### src/rtl/midi_burst_pack.sv
// midi_burst_pack: packs five octave/note/velocity slots into MIDI note words,
// one slot per cycle, and publishes the whole burst at once with a ready strobe.
module midi_burst_pack #(
  parameter logic [3:0] CHANNEL = 4'd0
) (
  input  logic             clk_in,
  input  logic             rst_in,
  input  logic             vals_ready_in,
  input  logic [4:0][3:0]  octave_count_in,
  input  logic [4:0][7:0]  note_value_array_in,
  input  logic [4:0][7:0]  note_velocity_array_in,
  output logic [4:0][20:0] midi_burst_data_out,
  output logic [2:0]       on_msg_count_out,
  output logic             only_off_msgs_out,
  output logic             midi_burst_ready_out,
  output logic             busy_out,
  output logic             overrun_out
);
  typedef enum logic [1:0] {IDLE, PACK, DONE} state_t;
  state_t state, state_nxt;
  logic [4:0][3:0] oct_r;
  logic [4:0][7:0] val_r, vel_r;
  logic [4:0][20:0] shadow;
  logic [2:0] idx, on_cnt;
  logic any_legal;
  logic [3:0] oct;
  logic [7:0] val, vel;
  logic [8:0] note;
  logic legal;
  logic [20:0] word;
  // 9-bit note keeps the full oct*12+val so out-of-range notes are rejected, not wrapped
  always_comb begin
    oct = oct_r[idx];
    val = val_r[idx];
    vel = vel_r[idx];
    note = {2'b0, oct, 3'b0} + {3'b0, oct, 2'b0} + {1'b0, val};
    legal = (val <= 8'd11) && (note <= 9'd127);
    word = legal ? {vel != 8'd0, CHANNEL, note[7:0], vel} : 21'd0;
  end
  always_comb begin
    state_nxt = state;
    case (state)
      IDLE: state_nxt = vals_ready_in ? PACK : IDLE;
      PACK: state_nxt = (idx == 3'd4) ? DONE : PACK;
      DONE: state_nxt = IDLE;
      default: state_nxt = IDLE;
    endcase
  end
  always_ff @(posedge clk_in or negedge rst_in) begin
    if (!rst_in) state <= IDLE;
    else state <= state_nxt;
  end
  always_ff @(posedge clk_in or negedge rst_in) begin
    if (!rst_in) begin
      oct_r <= '0;
      val_r <= '0;
      vel_r <= '0;
      shadow <= '0;
      idx <= '0;
      on_cnt <= '0;
      any_legal <= 1'b0;
      midi_burst_data_out <= '0;
      on_msg_count_out <= '0;
      only_off_msgs_out <= 1'b0;
      midi_burst_ready_out <= 1'b0;
      busy_out <= 1'b0;
      overrun_out <= 1'b0;
    end else begin
      midi_burst_ready_out <= 1'b0;
      busy_out <= state_nxt != IDLE;
      if (vals_ready_in && state != IDLE) overrun_out <= 1'b1;
      case (state)
        IDLE: if (vals_ready_in) begin
          oct_r <= octave_count_in;
          val_r <= note_value_array_in;
          vel_r <= note_velocity_array_in;
          idx <= '0;
          on_cnt <= '0;
          any_legal <= 1'b0;
        end
        PACK: begin
          shadow[idx] <= word;
          idx <= idx + 3'd1;
          on_cnt <= on_cnt + {2'b0, legal && (vel != 8'd0)};
          any_legal <= any_legal | legal;
        end
        DONE: begin
          midi_burst_data_out <= shadow;
          on_msg_count_out <= on_cnt;
          only_off_msgs_out <= (on_cnt == 3'd0) && any_legal;
          midi_burst_ready_out <= 1'b1;
        end
        default: ;
      endcase
    end
  end
endmodule
### config.mk
export PLATFORM = sky130hd
export DESIGN_NAME = midi_burst_pack
export DESIGN_NICKNAME = d
export VERILOG_FILES = /design/src/rtl/midi_burst_pack.sv
export SDC_FILE = /design/constraint.sdc
export NUM_CORES = 1
export LEC_CHECK = 0
export ABC_CLOCK_PERIOD_IN_PS = 5500
export CAP_MARGIN = 20
export CORE_MARGIN = 4
export CORE_UTILIZATION = 53
export DETAILED_ROUTE_END_ITERATION = 7
export GPL_ROUTABILITY_DRIVEN = 0
export HOLD_SLACK_MARGIN = 0.08
export PLACE_DENSITY = 0.87
export SLEW_MARGIN = 15
export SYNTH_ARGS = -nofsm -noshare
export SYNTH_HDL_FRONTEND = slang
export SYNTH_SLANG_ARGS = --single-unit
export TNS_END_PERCENT = 10
### constraint.sdc
create_clock -name clk_in -period 5.5 [get_ports clk_in]
set_input_delay 1.1 -clock clk_in [delete_from_list [all_inputs] [get_ports clk_in]]
set_output_delay 1.1 -clock clk_in [all_outputs]
set_load 0.05 [all_outputs]
==> flow_metrics.py, run 1 <==
metrics = {
    "status": {
        "status": "completed",
    },
    "logic_synthesis": {
        "synthMuxAreaShare_pct": 3.38,
        "synth_top_area_cell": "dfrtp_1",
        "synth_seq_cells": 286,
        "yosysTopAreaCellShare_pct": 58.9,
        "synthCells": 1290,
        "synth-simple-area-share_pct": 22.8,
        "yosysSeqAreaShare_pct": 58.9,
        "yosysMostFrequentCell": "nand2_1",
        "synth_xor_xnor_area_share_pct": 0.288,
        "synth_top_cells_by_count": "nand2_1 (639), dfrtp_1 (286), clkbuf_1 (47)",
        "synth_compound_area_share_pct": 8.45,
        "ys_async_sr_fraction_pct": 100,
        "synth_adder_area_share_pct": 1.79,
        "synth_flop_cell": "dfrtp_1",
        "syn_avg_cell_area_um2": 9.42,
        "synth_top_family_by_area": "simple AND/OR/NAND/NOR gates",
        "synth.distinct_cells": 52,
        "synth-edff-count": 0,
        "syn_area_um2": 12200,
        "synth.area.top_cells": "dfrtp_1 (59%), nand2_1 (20%), mux2i_1 (2.6%)",
        "synth-warning-count": 0,
    },
    "clock_network": {
        "htreeDepth": 1,
        "path_clk_slew_ns": 0.06,
        "cts_hold_buf": 0,
        "cts_tree": "yes",
        "clk_latency_ns": 0.53,
        "cts.sinks": 286,
        "ctsResizeCount": 0,
        "cts_buffer_depth": 3,
        "cts_made_buffers": 29,
        "clockRootBuffer": "clkbuf_16",
        "cts_setup_buffers": 0,
    },
    "critical_path": {
        "reg2regPathDepth": 18,
        "startpoint_type": "flop",
        "cp.buffers_inverters": 3,
        "crit_chain": "buf_4, nand2b_1, o22a_1, inv_1, fa_1, ha_1, a21o_1, or4_4, a22oi_2, o211ai_4, or2_1, buf_4, nor2_1, ha_1, ha_1, nand2_1, xor2_1, nor2_1",
        "crit_type": "flop to flop",
        "max_stage_delay_ns": 0.52,
        "worstReg2RegStart": "idx[2]",
        "r2r_end": "on_cnt[2]",
        "crit_fanout": 43,
        "cp-end-kind": "flop",
        "cpMostUsedCell": "ha_1",
        "reg2reg_slack_ns": 0.74,
        "cp_slowest_cell": "nand2b_1",
        "path_delay_family": "simple AND/OR/NAND/NOR gates",
        "critPathRequiredTime_ns": 5.88,
        "arrival_ns": 5.13,
    },
    "timing": {
        "setup_viol": 0,
        "slew_viol_final": 0,
        "tightest_slew_ns": 1.17,
        "rsz0062_at_grt": "false",
        "fin_crit_sh_pct": 86.5,
        "hold_viol": 0,
        "hold_slack_ns": 0.463,
        "finalCriticalPeriod_ns": 4.76,
        "slew_headroom_pct": 21.4,
        "fmax_ghz": 0.210,
        "tns_ns": 0,
        "finalClockSkew_ns": 0.00908,
    },
    "global_route": {
        "antenna_found_initial": 0,
        "grt_max_degree": 121,
        "grt_pass1_vias": 9715,
        "grt.total_usage_pct": 24.0,
        "grt_pass1_wl_mm": 50.4,
        "grt_overflow_total": 0,
    },
    "die": {
        "die_h_um": 159,
        "dieWidth_um": 159,
        "num_rows": 55,
        "die-area_um2": 25400,
        "start_util_pct": 53.8,
        "ios": 215,
        "core_um2": 22600,
    },
    "power_and_ir_drop": {
        "ir_drop_mv": 0.359,
        "p_per_area_nw_per_um2": 661,
        "totalPowerFinal_w": 0.0101,
        "p_leak_nw": 7.64,
    },
    "drt": {
        "drtPass1Iterations": 5,
        "drt_first_iter_violations": 797,
        "wl_per_cell_um": 17.9,
        "drc": 0,
        "vias": 9675,
        "vias_per_cell": 5.51,
        "ant_nets": 0,
        "routed_wl_mm": 31.3,
    },
    "layout": {
        "drive_gt1_share_pct": 5.71,
        "num-fill-cells": 1710,
        "syn_to_final_growth_pct": 25.3,
        "fin_area_um2": 15200,
        "diodes": 0,
        "num-nets-final": 1569,
        "stdcell_count": 1755,
    },
    "hold_path": {
        "hp-class": "flop to flop",
        "hold_end": "midi_burst_data_out[78]",
        "hp-start": "shadow[78]",
        "hold_depth": 2,
    },
    "placement": {
        "dp_hpwl_mm": 21.6,
        "dpl_cell_area_um2": 14100,
        "numPortBuffers": 194,
        "dp_cells": 1704,
    },
    "flow_run": {
        "drv_cap": 0,
    },
}
## logic make-up after synthesis
kind of cell               Yosys count
and+or+nand+nor                    698
DFF                                286
AOI/OAI and AO/OA                  142
buffers and inverters              106
muxes                               38
adders and majority gates           15
xor gates and xnor gates             4
other                                1
## cell usage in the layout, fill, tap and decap left out, drive strengths merged, types with 15 or more instances in the layout
cell	synthesis	layout
nand2	639	639
clkbuf	47	35
conb	1	20
a22o	36	36
mux2i	32	32
a21oi	15	15
clkdlybuf4s50	0	193
o21ai	32	32
o31ai	38	38
dfrtp	286	286
## worst reg2reg max path: cells and delay by family, from the launching register on
family / cells / cell delay (ns)
buffers and inverters: 3 / 0.62
DFF: 1 / 0.39
and+or+nand+nor: 6 / 1.50
xor gates and xnor gates: 1 / 0.13
adders and majority gates: 4 / 1.12
AOI/OAI and AO/OA: 4 / 0.86
## state kept, by name, indices dropped and copies added, names as in the netlist, 2 cells and up
name,count
idx,3
midi_burst_data_out,85
oct_r,20
on_cnt,3
on_msg_count_out,3
shadow,85
state,2
val_r,40
vel_r,40
## layout make-up
cell class	count	area, um^2	area share, %
Clock inverter	15	254	1.67
Timing Repair Buffer	206	2070	13.6
Inverter	11	41.3	0.271
Sequential cell	286	7160	47.0
Multi-Input combinational cell	917	4560	29.9
Clock buffer	35	788	5.18
Tap cell	285	357	2.34
## power breakdown
part	internal [W]	switching (W)
Sequential	0.00288	0.000515
Combinational	0.00145	0.00309
Clock	0.00134	0.000795
Total	0.00567	0.00440
## how the worst max path moves through the flow
stage / slack, ns / from / cells past startpoint / to
finish: 0.74 / idx[2] / 18 / on_cnt[2]
global route: 0.43 / idx[0] / 20 / on_cnt[2]
CTS: 0.77 / idx[2] / 18 / on_cnt[2]
detailed placement: 0.80 / idx[0] / 20 / on_cnt[2]
global placement: 0.93 / idx[2] / 18 / on_cnt[2]
floorplan: 0.72 / idx[0] / 21 / on_cnt[2]
## metal layers
layer / global-route usage (%) / share of wire [%] / vias up
li1: - / - / 4446
met1: 32.5 / 42 / 4736
met2: 40.1 / 48 / 417
met3: 4.35 / 7.3 / 76
met4: 7.30 / 2.7 / 0
met5: 0 / 0 / -
## per-stage QoR
step	worst slack [ns]	utilization (%)
6_report	0.743	67.4
5_1_grt	0.428	67.4
4_1_cts	0.768	67.3
3_5_place_dp	0.802	62.7
3_3_place_gp	0.934	62.7
2_1_floorplan	0.717	-
Note: power is estimated with default switching activity, not from simulation.
==> run 2, diff against run 1 <==
--- a/config.mk
+++ b/config.mk
@@ -5,7 +5,6 @@
 export SDC_FILE = /design/constraint.sdc
 export NUM_CORES = 1
 export LEC_CHECK = 0
-export ABC_CLOCK_PERIOD_IN_PS = 5500
 export CAP_MARGIN = 20
 export CORE_MARGIN = 4
 export CORE_UTILIZATION = 53
==> constraint.sdc (replaced) <==
create_clock -name clk_in -period 5.5 [get_ports clk_in]
set_input_delay 1.375 -clock clk_in [delete_from_list [all_inputs] [get_ports clk_in]]
set_output_delay 1.375 -clock clk_in [all_outputs]
set_load 0.05 [all_outputs]
==> flow_metrics.py, run 2 (synthesis gave the netlist of run 1 again) <==
metrics = {
    "status": {
        "status": "completed",
    },
    "die": {
        "die-area_um2": 25400,
        "dieWidth_um": 159,
        "num_rows": 55,
        "core_um2": 22600,
        "ios": 215,
        "die_h_um": 159,
        "start_util_pct": 53.8,
    },
    "layout": {
        "drive_gt1_share_pct": 5.77,
        "num-fill-cells": 1685,
        "final_common_cell": "nand2_1",
        "final_cell_mix": "nand2_1 (638), dfrtp_1 (285), clkdlybuf4s50_1 (193)",
        "reg_top3": "midi_burst_data_out x85, shadow x85",
        "num-nets-final": 1571,
        "diodes": 0,
        "syn_to_final_growth_pct": 24.8,
        "utilization_pct": 67.2,
        "stdcell_count": 1758,
    },
    "critical_path": {
        "crit_start": "idx[2]",
        "max_stage_delay_ns": 0.52,
        "cpMostUsedCell": "ha_1",
        "cp_slowest_cell": "fa_1",
        "reg2reg_slack_ns": 0.79,
        "crit_chain": "buf_4, nand2b_1, o22a_1, inv_1, fa_1, ha_1, a21o_1, or4_4, a22oi_2, o211ai_4, or2_1, buf_4, nor2_1, ha_1, ha_1, nand2_1, xor2_1, nor2_1",
        "critPathRequiredTime_ns": 5.88,
        "cp-end-kind": "flop",
        "reg2regPathDepth": 18,
        "crit_type": "flop to flop",
        "worstReg2RegStart": "idx[2]",
        "startpoint_type": "flop",
        "arrival_ns": 5.09,
        "r2r_end": "on_cnt[2]",
        "crit_fanout": 43,
        "crit_path_end": "on_cnt[2]",
    },
    "timing": {
        "hold_viol": 0,
        "finalClockSkew_ns": 0.0117,
        "setup_viol": 0,
        "slew_viol_final": 0,
        "tns_ns": 0,
        "fmax_ghz": 0.212,
        "rsz0062_at_grt": "false",
        "slew_headroom_pct": 20.2,
        "finalCriticalPeriod_ns": 4.71,
        "tightest_slew_ns": 1.18,
        "fin_crit_sh_pct": 85.6,
    },
    "flow_run": {
        "drv_cap": 0,
    },
    "drt": {
        "routed_wl_mm": 31.7,
        "drt_first_iter_violations": 764,
        "ant_nets": 0,
        "drtPass1Iterations": 5,
        "vias": 9743,
        "vias_per_cell": 5.54,
        "wl_per_cell_um": 18.0,
        "drc": 0,
    },
    "placement": {
        "numPortBuffers": 194,
        "dp_hpwl_mm": 21.5,
        "dp_cells": 1706,
    },
    "clock_network": {
        "cts_setup_buffers": 0,
        "clk_latency_ns": 0.54,
        "cts_tree": "yes",
        "clockRootBuffer": "clkbuf_16",
        "path_clk_slew_ns": 0.06,
        "cts_made_buffers": 28,
        "ctsResizeCount": 0,
        "cts_buffer_depth": 3,
        "htreeDepth": 1,
        "cts.sinks": 286,
        "cts_hold_buf": 0,
    },
    "power_and_ir_drop": {
        "p_per_area_nw_per_um2": 656,
        "ir_drop_mv": 0.377,
        "switchingPower_w": 0.00440,
        "p_leak_nw": 7.62,
        "p_comb_share_pct": 45.6,
        "swShare_pct": 44.2,
        "seqPwrFrac_pct": 34.3,
        "p_int_w": 0.00555,
        "p_clk_share_pct": 20.2,
    },
    "global_route": {
        "antenna_found_initial": 0,
        "grt_pass1_wl_mm": 50.9,
        "grt.total_usage_pct": 24.4,
        "grt_overflow_total": 0,
        "grt_max_degree": 137,
        "grt_pass1_vias": 9724,
    },
    "hold_path": {
        "hp-class": "flop to flop",
    },
}
-- run 2: cell count changes in the layout (fill, tap and decap cells not counted), sizes merged --
cell,delta
clkbuf,+7
bufinv,-4
clkinvlp,+1
clkinv,-4
buf,+3
-- run 2: metal layers --
layer,up-vias,routed length (um),GRT usage [%]
met3,72,2260,4.14
met5,-,0,0
met1,4762,13000,32.5
met4,0,753,6.63
li1,4470,-,-
met2,439,15700,41.7
-- run 2: power by group through the flow --
| stage | sequential, W | combinational [W] | clock [W] |
|---|---|---|---|
| 3_5_place_dp | 0.00342 | 0.00447 | 0 |
| 3_3_place_gp | 0.00339 | 0.00431 | 0 |
| 4_1_cts | 0.00340 | 0.00452 | 0.00203 |
| 5_1_grt | 0.00348 | 0.00490 | 0.00211 |
| 6_report | 0.00341 | 0.00454 | 0.00200 |
| 2_1_floorplan | 0.00395 | 0.00248 | 0 |
-- run 2: per-stage QoR --
| stage | hold slack (ns) | setup slack [ns] | instance area, um^2 | total power (W) |
|---|---|---|---|---|
| after floorplan | 0.430 | 0.717 | 12200 | 0.00643 |
| after global placement | 0.447 | 0.901 | 14200 | 0.00770 |
| after detailed placement | 0.447 | 0.784 | 14200 | 0.00789 |
| after CTS | 0.463 | 0.783 | 15100 | 0.00995 |
| after global routing | 0.485 | 0.445 | 15200 | 0.0105 |
| final | 0.460 | 0.791 | 15200 | 0.00995 |
-- run 2: cell type report --
cell class	count	area, um^2	area share, %
clock buffer	42	865	5.70
inverter	11	41.3	0.272
multi-input combinational	917	4560	30.0
sequential	286	7160	47.2
timing repair buffer	209	2080	13.7
clock inverter	8	118	0.775
tap	285	357	2.35
-- run 2: worst min path at each step --
stage / slack (ns) / depth (start not counted) / endpoint / startpoint
5_1_grt: 0.49 / 1 / overrun_out / overrun_out
2_1_floorplan: 0.43 / 2 / midi_burst_data_out[15] / shadow[15]
3_5_place_dp: 0.45 / 2 / midi_burst_data_out[99] / shadow[99]
3_3_place_gp: 0.45 / 2 / midi_burst_data_out[97] / shadow[97]
6_report: 0.46 / 2 / midi_burst_data_out[99] / shadow[99]
4_1_cts: 0.46 / 2 / midi_burst_data_out[99] / shadow[99]
-- run 2: critical path, delay by kind of cell (launching register included) --
| kind | cells | cell delay (ns) |
|---|---|---|
| simple gates | 6 | 1.44 |
| fa+ha+maj | 4 | 1.14 |
| compound gates | 4 | 0.85 |
| buf+inv | 3 | 0.61 |
| flops | 1 | 0.38 |
| xor+xnor | 1 | 0.12 |
